<file path="src/rtl/intr_ctrl_pkg.sv">
// Shared definitions for the interrupt controller: FSM encodings, vector base,
// request codes and small helpers for priority and vector formation.
package intr_ctrl_pkg;

  typedef enum logic [1:0] {
    ST_IDLE    = 2'b00,
    ST_REQ     = 2'b01,
    ST_SERVICE = 2'b10
  } state_t;

  localparam logic [3:0] VEC_BASE  = 4'hF;
  localparam logic [1:0] INTR_NONE = 2'b00;
  localparam int         NUM_SRC   = 3;

  // Highest-numbered eligible source wins: 3 > 2 > 1.
  function automatic logic [1:0] prio_id(input logic [NUM_SRC-1:0] elig);
    if (elig[2])      return 2'd3;
    else if (elig[1]) return 2'd2;
    else if (elig[0]) return 2'd1;
    return INTR_NONE;
  endfunction

  function automatic logic [7:0] make_vec(input logic [1:0] id);
    return {VEC_BASE, id, 2'b00};
  endfunction

  // One-hot pending-bit position of a source id (id 1 -> bit 0).
  function automatic logic [NUM_SRC-1:0] id_bit(input logic [1:0] id);
    return 3'b001 << (id - 2'd1);
  endfunction

endpackage

</file>
<file path="src/rtl/intr_ctrl_edge_sync.sv">
// Two-flop synchronizer for one asynchronous irq line, followed by a
// single-cycle rising-edge pulse generator.
module edge_sync (
  input  logic clk,
  input  logic rst,
  input  logic din,
  output logic pulse
);

  logic meta_q, sync_q, prev_q;

  // NOTE: non-blocking assignments make all three flops sample the old
  // values together, so the chain shifts instead of collapsing in one edge.
  always_ff @(posedge clk or posedge rst) begin
    if (rst) begin
      meta_q <= 1'b0;
      sync_q <= 1'b0;
      prev_q <= 1'b0;
    end else begin
      meta_q <= din;
      sync_q <= meta_q;
      prev_q <= sync_q;
    end
  end

  assign pulse = sync_q & ~prev_q;

endmodule

</file>
<file path="src/rtl/intr_ctrl.sv">
// Three-source prioritised interrupt controller: synchronised edge capture,
// pending/mask/enable registers and an IDLE/REQ/SERVICE handshake FSM.
module intr_ctrl
  import intr_ctrl_pkg::*;
(
  input  logic       clk,
  input  logic       rst,
  input  logic [2:0] irq,
  input  logic       ack,
  input  logic       eoi,
  input  logic       ie_set,
  input  logic       ie_clr,
  input  logic       mask_we,
  input  logic [2:0] mask_din,
  output logic [1:0] INTR,
  output logic [7:0] vec,
  output logic       in_service,
  output logic [2:0] pend
);

  logic [2:0] rise;
  logic       ie;
  logic [2:0] mask;
  logic [2:0] eligible;
  logic [2:0] pend_clr;

  state_t     state, state_n;
  logic [1:0] id_q, id_n;
  logic [1:0] intr_n;
  logic [7:0] vec_n;

  for (genvar g = 0; g < NUM_SRC; g++) begin : g_sync
    edge_sync u_sync (
      .clk   (clk),
      .rst   (rst),
      .din   (irq[g]),
      .pulse (rise[g])
    );
  end

  // ie_clr has priority over ie_set when both are pulsed together.
  always_ff @(posedge clk or posedge rst) begin
    if (rst) begin
      ie   <= 1'b0;
      mask <= 3'b111;
    end else begin
      if (ie_clr)      ie <= 1'b0;
      else if (ie_set) ie <= 1'b1;
      if (mask_we) mask <= mask_din;
    end
  end

  assign eligible = pend & ~mask;

  // NOTE: every signal written here gets a default first, so no path through
  // the case leaves one unassigned and no latch is inferred.
  always_comb begin
    state_n  = state;
    id_n     = id_q;
    intr_n   = INTR;
    vec_n    = vec;
    pend_clr = '0;
    case (state)
      ST_IDLE: begin
        if (ie && (eligible != '0)) begin
          state_n = ST_REQ;
          id_n    = prio_id(eligible);
          intr_n  = id_n;
          vec_n   = make_vec(id_n);
        end
      end
      ST_REQ: begin
        // ack is taken before the enable check, so a same-cycle ie_clr loses.
        if (ack) begin
          state_n  = ST_SERVICE;
          intr_n   = INTR_NONE;
          pend_clr = id_bit(id_q);
        end else if (!ie) begin
          state_n = ST_IDLE;
          intr_n  = INTR_NONE;
        end
      end
      ST_SERVICE: begin
        if (eoi) state_n = ST_IDLE;
      end
      default: begin
        state_n = ST_IDLE;
        intr_n  = INTR_NONE;
      end
    endcase
  end

  // NOTE: every flop here is on the asynchronous reset so outputs drop the
  // moment rst rises, without waiting for a clock edge.
  always_ff @(posedge clk or posedge rst) begin
    if (rst) begin
      state <= ST_IDLE;
      id_q  <= INTR_NONE;
      INTR  <= INTR_NONE;
      vec   <= 8'h00;
      pend  <= '0;
    end else begin
      state <= state_n;
      id_q  <= id_n;
      INTR  <= intr_n;
      vec   <= vec_n;
      // A fresh edge in the same cycle as its ack keeps the source pending.
      pend  <= (pend & ~pend_clr) | rise;
    end
  end

  assign in_service = (state == ST_SERVICE);

endmodule
</file>
<file path="config.mk">
export PLATFORM = sky130hd
export DESIGN_NAME = intr_ctrl
export DESIGN_NICKNAME = d
export VERILOG_FILES = /design/src/rtl/intr_ctrl_pkg.sv /design/src/rtl/intr_ctrl_edge_sync.sv /design/src/rtl/intr_ctrl.sv
export SDC_FILE = /design/constraint.sdc
export NUM_CORES = 1
export LEC_CHECK = 0
export ABC_AREA = 1
export ABC_CLOCK_PERIOD_IN_PS = 1500
export CAP_MARGIN = 25
export CORE_MARGIN = 5
export CORE_UTILIZATION = 44
export DETAILED_ROUTE_END_ITERATION = 8
export PLACE_DENSITY = 0.76
export SYNTH_ARGS = -nofsm -noshare
export SYNTH_HDL_FRONTEND = slang
export SYNTH_SLANG_ARGS = --single-unit
</file>
<file path="constraint.sdc">
create_clock -name clk -period 1.5 [get_ports clk]
set_input_delay 0.375 -clock clk [delete_from_list [all_inputs] [get_ports clk]]
set_output_delay 0.375 -clock clk [all_outputs]
set_load 0.01 [all_outputs]
</file>
==> qor.yml, run 1 <==
status:
  status: "complete, no violations"
yosys:
  synthAdderAreaFrac_pct: 0
  synth_mux_area_share_pct: 0
  post_synth.cell_area_avg_um2: 10.5
  yosysTopAreaCell: "dfrtp_1"
  synth_area_leaders: "dfrtp_1, dfstp_2, o21ai_1, nand2_1, buf_4"
  synth_top_family_by_area: "simple AND/OR/NAND/NOR gates"
  ys_ff_latch: 23
  synth_top_area_share_pct: 56.2
  synth_seq_area_share_pct: 65.0
  synth_flop_cell: "dfrtp_1"
  syn-instance-count: 85
  syn-cell-area_um2: 891
  synth-xor-area-share_pct: 0
  synthArstFlopShare_pct: 100
  yosysWarnings: 0
  synth_compound_area_share_pct: 7.02
  synth_simple_gate_area_share_pct: 17.8
  synth-edff-count: 0
  synthDistinctLibCells: 18
worst_setup_path:
  cp_max_fo: 2
  rrSetupSlack_ns: 0.27
  critPathRequiredTime_ns: 1.12
  arrival_ns: 1.06
  r2r_start: "mask[2]"
  worstSetupStartpointType: "register"
  timing.critical_path.from: "state[1]"
  endpoint_kind: "output port"
  critPathKind: "reg2out"
  r2r_cells: 6
die:
  dieArea_um2: 3020
  die_width_um: 55.0
  pin_count: 27
  initial_core_util_pct: 45.9
  die_h_um: 55.0
  core_um2: 1940
  rows: 16
layout:
  layout_common_cells: "dfrtp_1, nand2_1, clkdlybuf4s50_1"
  final_nets: 131
  fillerInstances: 188
  final_common_cell: "dfrtp_1"
  area_delta_synth_final_pct: 34.6
  num_antenna_cells: 0
  drive_gt1_share_pct: 23.9
clock_network:
  cts_tree: "done"
  cts.path.max_buffers: 2
  cts-root-buf: "clkbuf_4"
  cts.sinks: 23
  cts-buffers-inserted: 3
  cts.clk_slew.worst_paths_ns: 0.13
  h-tree-depth: 1
  cts_hold_buf: 0
  clk_latency_ns: 0.32
worst_hold_path:
  hold_class: "in2async"
pwr:
  p_per_area_nw_per_um2: 1250
  power.leakage_uw: 0.000565
  ir_drop_v: 0.000858
sta:
  finalSetupTns_ns: 0
  final_hold_viol_count: 0
  fmax_mhz: 699
  fin_crit_ns: 1.43
  setup_violations: 0
  finalCritPeriodShare_pct: 95.4
  fin_skew_ns: 0.00482
  whs_ns: 0.369
  finalMaxSlewViolations: 0
  rsz0062_at_grt: "no"
grt:
  grt_antenna_before_repair: 0
  grt_use_met1_pct: 16.1
  groute.usage.overall_pct: 14.0
  top_usage_layer: "met2"
  grt_use_met3_pct: 3.22
  overflow: 0
  grt_max_degree: 24
  grt_pass1_vias: 683
  gr-usage-met2_pct: 22.6
  grt_first_pass_wirelength_um: 2890
detailed_routing:
  first_pass_iters: 4
  vias: 658
  drt_wl_total_um: 1750
  wl_per_cell_um: 12.1
  route.detailed.drc: 0
  drt_iter0_drc: 5
  ant_nets: 0
  viasPerCell: 4.57
placement:
  dp_hpwl_um: 1280
  io_buffers: 24
  gp_routability_congestion: 0.880
run:
  maxCapViolations: 0
-- worst paths after layout --
| kind | end |
|---|---|
| max | in_service |
| min | pend[1] |
| max reg2reg | vec[4] |
| min reg2reg | g_sync[0].u_sync.sync_q |
| max in group asynchronous | mask[1] |
| min in group clk | g_sync[0].u_sync.sync_q |
-- cell families (layout without fill, tap and decap cells) --
logic type,after synthesis,count (layout)
and+or+nand+nor,31,31
DFF,23,23
buffers and inverters,18,49
AOI/OAI and AO/OA,12,12
other,1,2
-- cell usage after synthesis, types with 2 or more instances --
master,count
or2_1,2
nand2_1,14
dfrtp_1,20
nor2_1,4
dfstp_2,3
inv_2,3
nand2_2,4
o21ai_1,11
buf_4,5
nand3_1,2
inv_1,10
-- critical path: stages (launching register included) --
cell and delay (ns):
dfrtp_1 0.40, inv_1 0.06, nor2_1 0.12, clkbuf_2 0.15
-- sequential cells by signal, indices dropped and copies added (netlist names) --
register	count
INTR	2
state	2
ie	1
g_sync.u_sync.sync_q	3
g_sync.u_sync.meta_q	3
mask	3
vec	2
g_sync.u_sync.prev_q	3
id_q	1
pend	3
-- layout make-up --
class / count / area [um^2] / area share (%)
inverters: 13 / 48.8 / 4.07
repair buffers: 32 / 278 / 23.2
multi-input cells: 45 / 229 / 19.1
clock inverters: 1 / 7.51 / 0.626
well taps: 27 / 33.8 / 2.82
clock buffers: 3 / 22.5 / 1.88
flip-flops and latches: 23 / 579 / 48.3
-- metal layers --
metal	routed length [um]	vias to the layer above
li1	-	325
met1	736	303
met4	54	0
met5	0	-
met3	131	7
met2	826	23
-- what timing repair did --
action / 4_1_cts / 5_1_grt
resized for setup: 14 / 2
setup endpoints to repair: 12 / 2
setup buffers: 5 / 0
-- power breakdown --
part	total, uW	switching (uW)	internal (uW)
logic	438	232	207
clock network	299	197	102
registers	767	50.4	717
-- per-stage QoR --
step	cell area, um^2	total power (uW)	instances	util (%)	setup slack [ns]
after floorplan	895	996	86	-	0.376
after global placement	1150	1210	135	59.4	0.0805
after detailed placement	1150	1230	135	59.4	0.0287
after CTS	1210	1510	144	62.2	-0.0251
after global routing	1200	1610	144	61.7	0.00169
final	1200	1500	144	61.7	0.0696
No activity file was read; power rests on OpenSTA's default activity.
==> run 2: changes to the inputs <==
==> constraint.sdc (replaced) <==
create_clock -name clk -period 1.5 [get_ports clk]
set_input_delay 0.3 -clock clk [delete_from_list [all_inputs] [get_ports clk]]
set_output_delay 0.3 -clock clk [all_outputs]
set_load 0.01 [all_outputs]
==> run 2 against run 1 <==
  * Largest power group unchanged
  * Register-to-register slack improved by 0.02 ns
  * Sequential share of layout area increased by 0.15 points
  * Power decreased by 1.7%
  * Highest routed layer unchanged
  * Via count decreased by 1.5%
  * Die area unchanged
  * Routed wire length decreased by 4.2%
  * First-iteration DRC count increased to 2.8 times the previous value
  * Cell area decreased by 0.31%
  * Sequential cell count unchanged
==> qor.yml, run 2 (same netlist as run 1, synthesis figures left out) <==
status:
  status: "complete, no violations"
clock_network:
  cts_tree: "done"
  clk_latency_ns: 0.30  # -0.02 ns
  cts.path.max_buffers: 2  # unchanged
  cts.sinks: 23  # unchanged
  h-tree-depth: 1  # unchanged
  cts_hold_buf: 0  # unchanged
  cts.clk_slew.worst_paths_ns: 0.13  # about the same
  cts-root-buf: "clkbuf_4"
  cts-buffers-inserted: 3  # unchanged
worst_setup_path:
  r2r_start: "mask[2]"
  timing.critical_path.from: "vec[4]"
  critPathRequiredTime_ns: 1.20  # +0.08 ns
  worstSetupStartpointType: "register"
  arrival_ns: 1.14  # +0.08 ns
  endpoint_kind: "output port"
  critPathKind: "reg2out"
  cp_max_fo: 4  # +2
sta:
  finalCritPeriodShare_pct: 96.0  # +0.62 points
  final.setup.worst_slack_ns: 0.0603  # -0.00934 ns
  final_hold_viol_count: 0  # unchanged
  finalSetupTns_ns: 0  # unchanged
  fin_crit_ns: 1.44  # +0.00934 ns
  fin_skew_ns: 0.00240  # -0.00241 ns
  fmax_mhz: 695  # -0.65%
  setup_violations: 0  # unchanged
  rsz0062_at_grt: "no"
  finalMaxSlewViolations: 0  # unchanged
layout:
  drive_gt1_share_pct: 22.4  # -1.5 points
  final_common_cell: "dfrtp_1"
  final_area_um2: 1190  # -0.31%
  area_delta_synth_final_pct: 34.1
  layout_common_cells: "dfrtp_1, nand2_1, clkdlybuf4s50_1"
  num_antenna_cells: 0  # unchanged
  final_nets: 130  # -0.76%
pwr:
  ir_drop_v: 0.000726  # -15%
  power.leakage_uw: 0.000558  # -1.2%
  p_per_area_nw_per_um2: 1240  # -1.4%
  p_total_uw: 1480  # -1.7%
worst_hold_path:
  hold_class: "in2async"
detailed_routing:
  viasPerCell: 4.53  # -0.83%
  first_pass_iters: 4  # unchanged
  ant_nets: 0  # unchanged
  drt_iter0_drc: 14  # +9
  drt_wl_total_um: 1680  # -4.2%
  route.detailed.drc: 0  # unchanged
  wl_per_cell_um: 11.7  # -3.5%
  vias: 648  # -1.5%
run:
  maxCapViolations: 0  # unchanged
die:
  die_h_um: 55.0  # unchanged
  pin_count: 27  # unchanged
  rows: 16  # unchanged
  initial_core_util_pct: 45.9  # unchanged
  core_um2: 1940  # unchanged
  dieArea_um2: 3020  # unchanged
  die_width_um: 55.0  # unchanged
placement:
  dp_hpwl_um: 1250  # -2.6%
  gp_routability_congestion: 0.870  # -1.2%
  io_buffers: 24  # unchanged
  dpl_cell_area_um2: 1150  # -0.65%
  dp_slack_ns: 0.0755  # +0.0468 ns
grt:
  groute.usage.overall_pct: 13.1  # -0.88 points
  grt_antenna_before_repair: 0  # unchanged
  grt_max_degree: 24  # unchanged
  grt_pass1_vias: 650  # -4.8%
  overflow: 0  # unchanged
  grt_first_pass_wirelength_um: 2760  # -4.5%
## run 2: path summary, 6_finish.rpt
| path | end | slack, ns | cells after the start |
|---|---|---|---|
| worst max-delay path | vec[7] | 0.06 | 2 |
| worst max register to register | state[0] | 0.29 | 6 |
| worst min-delay path | vec[4] | 0.30 | 3 |
| min in group clk | g_sync[2].u_sync.sync_q | 0.37 | 0 |
| max in group asynchronous | mask[2] | 0.92 | 3 |
| worst min register to register | g_sync[2].u_sync.sync_q | 0.37 | 0 |
## run 2: area by class of cell
cell class | instances | area [um^2]
Fill cell | 190 | 747
Multi-Input combinational cell | 45 | 229
Inverter | 13 | 48.8
Clock buffer | 3 | 22.5
Clock inverter | 1 | 7.51
Timing Repair Buffer | 31 | 274
Sequential cell | 23 | 579
Tap cell | 27 | 33.8
## run 2: worst max-delay path: stages (launching register included)
cell	delay (ns)
dfrtp_1	0.42
buf_4	0.14
dlygate4sd2_1	0.28
## run 2: per-layer routing
layer	track usage (%)	part of all wire, %	routed length (um)	up-vias
li1	-	-	-	320
met2	22.2	48	812	20
met3	3.49	7.8	131	2
met5	0	0	0	-
met4	6.88	1.0	17	0
met1	15.1	43	713	306
## run 2: metrics by stage
| stage | instances | hold slack [ns] | util [%] |
|---|---|---|---|
| 5_1_grt | 143 | 0.323 | 61.5 |
| 3_3_place_gp | 134 | 0.334 | 59.0 |
| 6_report | 143 | 0.304 | 61.5 |
| 2_1_floorplan | 86 | 0.300 | - |
| 4_1_cts | 143 | 0.310 | 61.8 |
| 3_5_place_dp | 134 | 0.344 | 59.0 |
## run 2: power by group
group | switching (uW) | total [uW] | internal (uW) | leakage (uW)
Combinational | 227 | 422 | 195 | 0.000284
Sequential | 49.4 | 766 | 717 | 0.000260
Clock | 189 | 291 | 101 | 0.0000139
## run 2: what timing repair did
item                       4_1_cts  5_1_grt
setup buffers                    5        0
gates resized for setup         13        1
setup endpoints to repair       12        1
